--- config.mk ---
export PLATFORM = sky130hd
export DESIGN_NAME = bcd_seg_scan
export DESIGN_NICKNAME = d
export VERILOG_FILES = /design/src/rtl/bcd_seg_pkg.sv /design/src/rtl/bcd_seg_decode.sv /design/src/rtl/bcd_seg_scan.sv
export SDC_FILE = /design/constraint.sdc
export NUM_CORES = 1
export LEC_CHECK = 0
export ABC_AREA = 1
export CELL_PAD_IN_SITES_DETAIL_PLACEMENT = 0
export CELL_PAD_IN_SITES_GLOBAL_PLACEMENT = 1
export CORE_AREA = 2 2 51 89
export DETAILED_ROUTE_END_ITERATION = 10
export DIE_AREA = 0 0 53 91
export PLACE_DENSITY = 0.84
export SYNTH_ARGS = -nofsm -noshare
export SYNTH_HDL_FRONTEND = slang
export SYNTH_HIERARCHICAL = 1
export SYNTH_SLANG_ARGS = --single-unit
--- constraint.sdc ---
create_clock -name clk -period 7.6 [get_ports clk]
set_clock_uncertainty 0.2 [all_clocks]
set_input_delay 1.52 -clock clk [delete_from_list [all_inputs] [get_ports clk]]
set_output_delay 1.52 -clock clk [all_outputs]
set_load 0.005 [all_outputs]
--- src/rtl/bcd_seg_pkg.sv ---
// bcd_seg_pkg: shared 7-segment types, glyph constants and BCD decode function.
package bcd_seg_pkg;
  typedef logic [6:0] seg7_t;
  localparam seg7_t SEG_0    = 7'b0111111;
  localparam seg7_t SEG_1    = 7'b0000110;
  localparam seg7_t SEG_2    = 7'b1011011;
  localparam seg7_t SEG_3    = 7'b1001111;
  localparam seg7_t SEG_4    = 7'b1100110;
  localparam seg7_t SEG_5    = 7'b1101101;
  localparam seg7_t SEG_6    = 7'b1111101;
  localparam seg7_t SEG_7    = 7'b0000111;
  localparam seg7_t SEG_8    = 7'b1111111;
  localparam seg7_t SEG_9    = 7'b1101111;
  localparam seg7_t SEG_DASH = 7'b1000000;
  localparam seg7_t SEG_OFF  = 7'b0000000;

  function automatic seg7_t bcd_to_seg7(input logic [3:0] d);
    case (d)
      4'd0:    return SEG_0;
      4'd1:    return SEG_1;
      4'd2:    return SEG_2;
      4'd3:    return SEG_3;
      4'd4:    return SEG_4;
      4'd5:    return SEG_5;
      4'd6:    return SEG_6;
      4'd7:    return SEG_7;
      4'd8:    return SEG_8;
      4'd9:    return SEG_9;
      default: return SEG_DASH;
    endcase
  endfunction
endpackage

--- src/rtl/bcd_seg_decode.sv ---
// bcd_seg_decode: combinational BCD digit to active-high segments (a..g, bit0=a).
module bcd_seg_decode
  import bcd_seg_pkg::*;
(
  input  logic [3:0] bcd_i,
  output seg7_t      seg_o
);
  assign seg_o = bcd_to_seg7(bcd_i);
endmodule

--- src/rtl/bcd_seg_scan.sv ---
// bcd_seg_scan: captures a BCD counter value and scans it onto a multiplexed 7-seg display.
// Define BCD_SEG_SCAN_LZB_EN to blank leading zero digits.
module bcd_seg_scan
  import bcd_seg_pkg::*;
#(
  parameter int NUM_DIGITS = 2,
  parameter int SCAN_DIV   = 1000
) (
  input  logic                    clk,
  input  logic                    clr_n,
  input  logic [4*NUM_DIGITS-1:0] bcd_in,
  input  logic                    ovf_in,
  input  logic                    load,
  output logic [6:0]              seg,
  output logic                    dp,
  output logic [NUM_DIGITS-1:0]   dig_sel,
  output logic                    bad_digit
);
  localparam int IW = NUM_DIGITS > 1 ? $clog2(NUM_DIGITS) : 1;
  localparam int PW = $clog2(SCAN_DIV);

  logic [4*NUM_DIGITS-1:0] shadow_q, shadow_d;
  logic                    ovf_q, ovf_d, bad_q, bad_d, bad_any, gap;
  logic [PW-1:0]           pre_q, pre_d;
  logic [IW-1:0]           idx_q, idx_d;
  logic [NUM_DIGITS-1:0]   sel_q, sel_d;
  logic                    dp_q, dp_d;
  logic [3:0]              dig;
  seg7_t                   seg_q, seg_d, dec;
`ifdef BCD_SEG_SCAN_LZB_EN
  logic                    lit;
`endif

  bcd_seg_decode u_dec (.bcd_i(dig), .seg_o(dec));

  // Outputs are built from next-state values so a capture or wrap shows on the same edge.
  always_comb begin
    shadow_d = load ? bcd_in : shadow_q;
    ovf_d    = load ? ovf_in : ovf_q;
    bad_any  = 1'b0;
    for (int i = 0; i < NUM_DIGITS; i++)
      bad_any = bad_any | (bcd_in[4*i+3] & (bcd_in[4*i+2] | bcd_in[4*i+1]));
    bad_d = load ? bad_any : bad_q;
    pre_d = (pre_q == PW'(SCAN_DIV - 1)) ? '0 : pre_q + 1'b1;
    idx_d = (pre_d != '0) ? idx_q : (idx_q == IW'(NUM_DIGITS - 1)) ? '0 : idx_q + 1'b1;
    dig   = '0;
    for (int i = 0; i < NUM_DIGITS; i++)
      if (idx_d == IW'(i)) dig = shadow_d[4*i +: 4];
`ifdef BCD_SEG_SCAN_LZB_EN
    lit = (idx_d == '0);
    for (int i = 0; i < NUM_DIGITS; i++)
      if (IW'(i) >= idx_d && shadow_d[4*i +: 4] != 4'd0) lit = 1'b1;
`endif
    gap   = (pre_d == '0);
    sel_d = gap ? '0 : NUM_DIGITS'(1) << idx_d;
`ifdef BCD_SEG_SCAN_LZB_EN
    seg_d = (gap || !lit) ? SEG_OFF : dec;
`else
    seg_d = gap ? SEG_OFF : dec;
`endif
    dp_d  = !gap && (idx_d == IW'(NUM_DIGITS - 1)) && ovf_d;
  end

  always_ff @(posedge clk or negedge clr_n) begin
    if (!clr_n) begin
      shadow_q <= '0;
      ovf_q    <= 1'b0;
      bad_q    <= 1'b0;
      pre_q    <= '0;
      idx_q    <= '0;
      sel_q    <= '0;
      seg_q    <= SEG_OFF;
      dp_q     <= 1'b0;
    end else begin
      shadow_q <= shadow_d;
      ovf_q    <= ovf_d;
      bad_q    <= bad_d;
      pre_q    <= pre_d;
      idx_q    <= idx_d;
      sel_q    <= sel_d;
      seg_q    <= seg_d;
      dp_q     <= dp_d;
    end
  end

  assign seg       = seg_q;
  assign dp        = dp_q;
  assign dig_sel   = sel_q;
  assign bad_digit = bad_q;
endmodule
==> impl_metrics.tcl, run 1 <==
set metrics [dict create \
    crit_path_max_fanout 12 \
    globalRouteTotalUtil 0.159 \
    via_count 1264 \
    synth_area_leader_cell "dfrtp_1" \
    antenna_found_initial 0 \
    power.static_leakage_nw 1.08 \
    ys_types 21 \
    cts_sinks 31 \
    synth-seq-area-share 0.486 \
    finalSetupViolations 0 \
    finalCriticalPeriod_ns 3.88 \
    syn_to_final_growth_pct 25.2 \
    ys_warn_count 6 \
    rsz0062_at_grt "false" \
    worstSetupPathType "in -> reg" \
    cp.required_ns 7.58 \
    die_area_sq_um 4820 \
    clock-root-buffer "clkbuf_8" \
    status "finished clean" \
    initial_utilization 0.392 \
    finalWirelength_um 3060 \
    avgSynthCellArea_sq_um 8.06 \
    globalplace.congestion 0.771 \
    wl_per_cell_um 11.1 \
    critPathLaunchType "input port" \
    final_hold_viol_count 0 \
    fp.dieH_um 91 \
    grt_pass1_wl_um 5620 \
    p_total_mw 0.394 \
    whs_ns 0.269 \
    p_per_area_nw_per_um2 197 \
    drt_iter0_markers 20 \
    r2r_setup_slack_ns 4.18 \
    ant_nets 0 \
    nFillCells 410 \
    path_buf_inv 4 \
    critPathTopFamily "buffers and inverters" \
    antennaDiodeCount 0 \
    die_w_um 53 \
    drive_above_1_share 0.0877 \
    cts_tree "yes" \
    timing.slew.headroom 0.621 \
    cts_hold_buf 0 \
    cp_cell_sequence "clkdlybuf4s50_1 > inv_1 > or2_2 > o21ai_0 > o21ai_0 > inv_1 > ha_1 > nand2_1 > nand2_1 > nand2_1 > nand2_1 > nand2_1 > inv_1" \
    synth_area_leaders "dfrtp_1 (49%), nand2_1 (16%), inv_1 (8.9%), ha_1 (7.1%), nand3_1 (3.8%)" \
    overflow 0 \
    critPathArrivalTime_ns 3.86 \
    nNetsFinal 248 \
    setup_tns_ns 0 \
    dr.pass1.iters 6 \
    clockBufferDepth 2 \
    cpPeakStageDelay_ns 0.60 \
    ir_worst_vdd_uv 121 \
    htree_levels 2 \
    grt_pass1_vias 1323 \
    route.detailed.drc 0 \
    cts_resized 0 \
    io_pins 23 \
    ys_seq_elements 31 \
    synth_nets 219 \
    port-buffer-count 22 \
    hold_class "reg -> reg" \
    slew_violations 0 \
    routed_via_density 4.56 \
    coreArea_sq_um 4070 \
    synth_area_sq_um 1600 \
    synthCells 198 \
    row_count 31 \
    clk_pin_slew_ns 0.07 \
    numCtsBuffers 5 \
    postCtsSetupBuffers 0 \
    path_common_cell "nand2_1" \
    period_share 0.510 \
    clock_latency_ns 0.28 \
    dp_hpwl_um 2450 \
    crit_path_end_kind "flip-flop" \
    synth_top_area_frac 0.486 \
    worst_pin_slew_ns 0.566 \
    grt_max_degree 32 \
    cpMaxStageDelayCell "clkdlybuf4s50_1" \
    maxCapViolCount 0 \
    fmaxAchievable_mhz 258 \
]
[layer usage]
metal	vias up	global-route usage	wire length, um
li1	656	-	-
met1	586	0.163	1190
met2	17	0.286	1710
met3	5	0.0345	79
met4	0	0.0769	85
met5	-	0	0
[cells in the mapped netlist]
cell	number
nor3_1	1
nand3_4	2
nand2_1	70
ha_1	9
o21bai_1	2
inv_2	2
nand3_1	12
nand4_1	1
nand3_2	1
nor2_4	2
o21ai_0	6
a31oi_1	4
xor2_1	1
inv_1	38
nand2_2	2
a21boi_0	1
nor2_1	9
or2_2	2
dfrtp_1	31
o211ai_1	1
clkbuf_1	1
[cell families (layout without fill, tap and decap cells)]
| logic type | Yosys count | after routing | synth area share |
|---|---|---|---|
| xor gates and xnor gates | 1 | 1 | 0.00549 |
| AOI/OAI and AO/OA | 14 | 14 | 0.0533 |
| DFF | 31 | 31 | 0.486 |
| buffers and inverters | 41 | 71 | 0.0964 |
| adders and majority gates | 9 | 9 | 0.0705 |
| and+or+nand+nor | 102 | 102 | 0.288 |
[cell type report]
class	instances	area (sq um)	share of cell area
Timing Repair Buffer	23	228	0.114
Tap cell	49	61.3	0.0307
Inverter	40	150	0.0751
Clock inverter	2	35.0	0.0175
Clock buffer	6	82.6	0.0413
Multi-Input combinational cell	126	667	0.334
Sequential cell	31	776	0.388
[placed cells by master (no fill, tap or decap)]
cell type and count:
nor3_1 1, nor2_4 2, a31oi_1 4, bufinv_16 1, clkbuf_8 6, nand2_2 2
nand2_1 70, nand4_1 1, xor2_1 1, or2_2 2, nand3_2 1, nand3_4 2
nor2_1 9, clkdlybuf4s50_1 22, o211ai_1 1, inv_1 38, ha_1 9, clkinv_2 1
o21ai_0 6, a21boi_0 1, o21bai_1 2, inv_2 2, buf_4 1, nand3_1 12
dfrtp_1 31
[worst min-delay path, stage by stage (launching register included)]
cell and delay (ns):
dfrtp_1 0.32, nand2_1 0.06, nand2_1 0.05
[metrics by stage]
step | util | cells | setup WS [ns] | cell area [sq um]
CTS | 0.491 | 277 | 3.68 | 2000
detailed placement | 0.462 | 269 | 3.37 | 1880
global placement | 0.462 | 269 | 3.44 | 1880
floorplan | - | 198 | 4.33 | 1600
finish | 0.491 | 277 | 3.72 | 2000
global route | 0.491 | 277 | 3.33 | 2000
[state kept, by name, indices dropped and copies added, names as in the netlist]
signal,flops
bad_digit,1
dig_sel,2
dp,1
idx_q,1
ovf_q,1
pre_q,10
seg,7
shadow_q,8
[final timing paths]
kind                       depth (start not counted)   startpoint          end
hold / removal                                     2  shadow_q[3]  shadow_q[3]
max in group asynchronous                          2        clr_n     pre_q[9]
setup reg to reg                                  18     pre_q[0]       seg[3]
setup / recovery                                  13         load       seg[3]
min in group asynchronous                          2        clr_n     pre_q[2]
hold reg to reg                                    2  shadow_q[3]  shadow_q[3]
[where the power goes]
part           leakage [nW]  internal, mW  switching, mW
Clock                0.0612         0.106         0.0611
Combinational         0.645        0.0246         0.0249
Sequential            0.377         0.175        0.00277
Power figures use the tool's default switching activity.
==> run 2, diff against run 1 <==
--- a/config.mk
+++ b/config.mk
@@ -8,10 +8,10 @@
 export ABC_AREA = 1
 export CELL_PAD_IN_SITES_DETAIL_PLACEMENT = 0
 export CELL_PAD_IN_SITES_GLOBAL_PLACEMENT = 1
-export CORE_AREA = 2 2 51 89
+export CORE_AREA = 2 2 52 90
 export DETAILED_ROUTE_END_ITERATION = 10
-export DIE_AREA = 0 0 53 91
-export PLACE_DENSITY = 0.84
+export DIE_AREA = 0 0 54 92
+export PLACE_DENSITY = 0.82
 export SYNTH_ARGS = -nofsm -noshare
 export SYNTH_HDL_FRONTEND = slang
 export SYNTH_HIERARCHICAL = 1
==> constraint.sdc (replaced) <==
create_clock -name clk -period 3.6 [get_ports clk]
set_clock_uncertainty 0.2 [all_clocks]
set_input_delay 0.72 -clock clk [delete_from_list [all_inputs] [get_ports clk]]
set_output_delay 0.72 -clock clk [all_outputs]
set_load 0.005 [all_outputs]
==> run 2 against run 1 <==
Utilization decreased by 3.2 points; count of clock-buffer cells in the layout unchanged; register-to-register slack got worse by 3.8 ns; critical path type is now reg -> reg.
==> impl_metrics.tcl, run 2 (same netlist as run 1, synthesis figures left out) <==
set metrics [dict create \
    antenna_found_initial 0 \
    initial_utilization 0.369 \
    clock_latency_ns 0.28 \
    cts_hold_buf 0 \
    hold_class "reg -> reg" \
    cts_resized 0 \
    drt_iter0_markers 18 \
    timing.slew.headroom 0.618 \
    finalCriticalPeriod_ns 3.25 \
    globalplace.congestion 0.833 \
    critPathTopFamily "simple AND/OR/NAND/NOR gates" \
    finalSetupViolations 0 \
    layout_commonest_cell "nand2_1" \
    status "finished clean" \
    crit_path_end_kind "flip-flop" \
    clockBufferDepth 2 \
    row_count 32 \
    via_count 1259 \
    slew_violations 0 \
    place_inst 273 \
    cp_cell_sequence "ha_1 > nand3_1 > xor2_1 > nand3_2 > nor2_4 > nand3_4 > ha_1 > inv_1 > nor2_1 > a31oi_1 > inv_2 > nand2_1 > nand2_1 > nand2_1 > nand2_1 > nand2_1 > inv_1" \
    port-buffer-count 22 \
    dr.pass1.iters 4 \
    crit_path_max_fanout 9 \
    p_per_area_nw_per_um2 374 \
    die_w_um 54 \
    path_buf_inv 3 \
    die_area_sq_um 4970 \
    final_hold_viol_count 0 \
    grt_max_degree 32 \
    fin_ws_ns 0.352 \
    ant_nets 0 \
    power.static_leakage_nw 1.07 \
    clock-root-buffer "clkbuf_8" \
    dp_slack_ns 0.317 \
    cts_sinks 31 \
    fp.dieH_um 92 \
    worstSetupPathType "reg -> reg" \
    critPathArrivalTime_ns 3.21 \
    p_total_mw 0.742 \
    overflow 0 \
    globalRouteTotalUtil 0.150 \
    stdcell_count 281 \
    postCtsSetupBuffers 0 \
    clk_pin_slew_ns 0.06 \
    nNetsFinal 250 \
    cp.required_ns 3.57 \
    maxCapViolCount 0 \
    period_share 0.902 \
    routed_via_density 4.48 \
    setup_tns_ns 0 \
    critPathLaunchType "flip-flop" \
    syn_to_final_growth_pct 24.3 \
    cpMaxStageDelayCell "a31oi_1" \
    finalWirelength_um 3090 \
    fmaxAchievable_mhz 308 \
    route.detailed.drc 0 \
    htree_levels 2 \
    register_area_sq_um 776 \
    rsz0062_at_grt "false" \
    largest_register_ffs 10 \
    mostFrequentLayoutCells "nand2_1 (70), inv_1 (38), dfrtp_1 (31)" \
    top_register "pre_q" \
    multiInputGateArea_sq_um 667 \
    coreArea_sq_um 4320 \
    grt_pass1_vias 1256 \
    drive_above_1_share 0.0913 \
    nFillCells 466 \
    numCtsBuffers 5 \
    path_common_cell "nand2_1" \
    ir_worst_vdd_uv 241 \
    worst_pin_slew_ns 0.571 \
    wl_per_cell_um 11.0 \
    dp_hpwl_um 2520 \
    grt_pass1_wl_um 5330 \
    antennaDiodeCount 0 \
    cts_tree "yes" \
    io_pins 23 \
    cpPeakStageDelay_ns 0.44 \
]
[run 2: cell types whose count changed in the layout (fill, tap and decap cells not counted), sizes merged]
| cell | previous run | this run |
|---|---|---|
| clkinvlp | 0 | 1 |
| bufinv | 1 | 0 |
| buf | 1 | 3 |
[run 2: report_power, final]
group	total, mW	leakage, nW	internal [mW]	switching, mW
logic	0.109	0.654	0.0539	0.0547
clock network	0.258	0.0412	0.135	0.123
registers	0.375	0.377	0.370	0.00568
total	0.742	1.07	0.558	0.184
[run 2: path summary, 6_finish.rpt]
path | to | cells past startpoint | slack (ns) | start
max | seg[5] | 17 | 0.35 | pre_q[0]
min | ovf_q | 2 | 0.27 | ovf_q
max reg2reg | seg[5] | 17 | 0.35 | pre_q[0]
min reg2reg | ovf_q | 2 | 0.27 | ovf_q
max in group asynchronous | seg[5] | 2 | 2.28 | clr_n
min in group asynchronous | bad_digit | 2 | 0.63 | clr_n
[run 2: area by class of cell]
class                      instances  share of cell area
clock buffer                       6              0.0366
sequential                        31               0.391
tap                               51              0.0322
clock inverter                     2             0.00631
multi-input combinational        126               0.336
timing repair buffer              25               0.122
inverter                          40              0.0757
[run 2: tightest hold or removal path, cell delays in order, from the launching register on]
cell and delay, ns:
dfrtp_1 0.32, nand2_1 0.06, nand2_1 0.05
[run 2: through the flow]
stage               utilization  area, sq um  hold WS, ns
floorplan                     -         1600        0.224
global placement          0.439         1900        0.249
detailed placement        0.439         1900        0.257
CTS                       0.459         1980        0.274
global route              0.459         1980        0.305
finish                    0.459         1980        0.267
[run 2: metal layers]
metal | global-route usage | vias to the layer above | share of wire
li1 | - | 658 | -
met1 | 0.147 | 572 | 0.36
met2 | 0.267 | 21 | 0.58
met3 | 0.0293 | 8 | 0.023
met4 | 0.0938 | 0 | 0.035
met5 | 0 | - | 0
==> run 3, diff against run 2 <==
--- a/config.mk
+++ b/config.mk
@@ -9,6 +9,7 @@
 export CELL_PAD_IN_SITES_DETAIL_PLACEMENT = 0
 export CELL_PAD_IN_SITES_GLOBAL_PLACEMENT = 1
 export CORE_AREA = 2 2 52 90
+export CTS_CLUSTER_SIZE = 28
 export DETAILED_ROUTE_END_ITERATION = 10
 export DIE_AREA = 0 0 54 92
 export PLACE_DENSITY = 0.82
==> results of run 3 <==
Same layout as run 2: the final DEF is identical, and so are final timing and power.
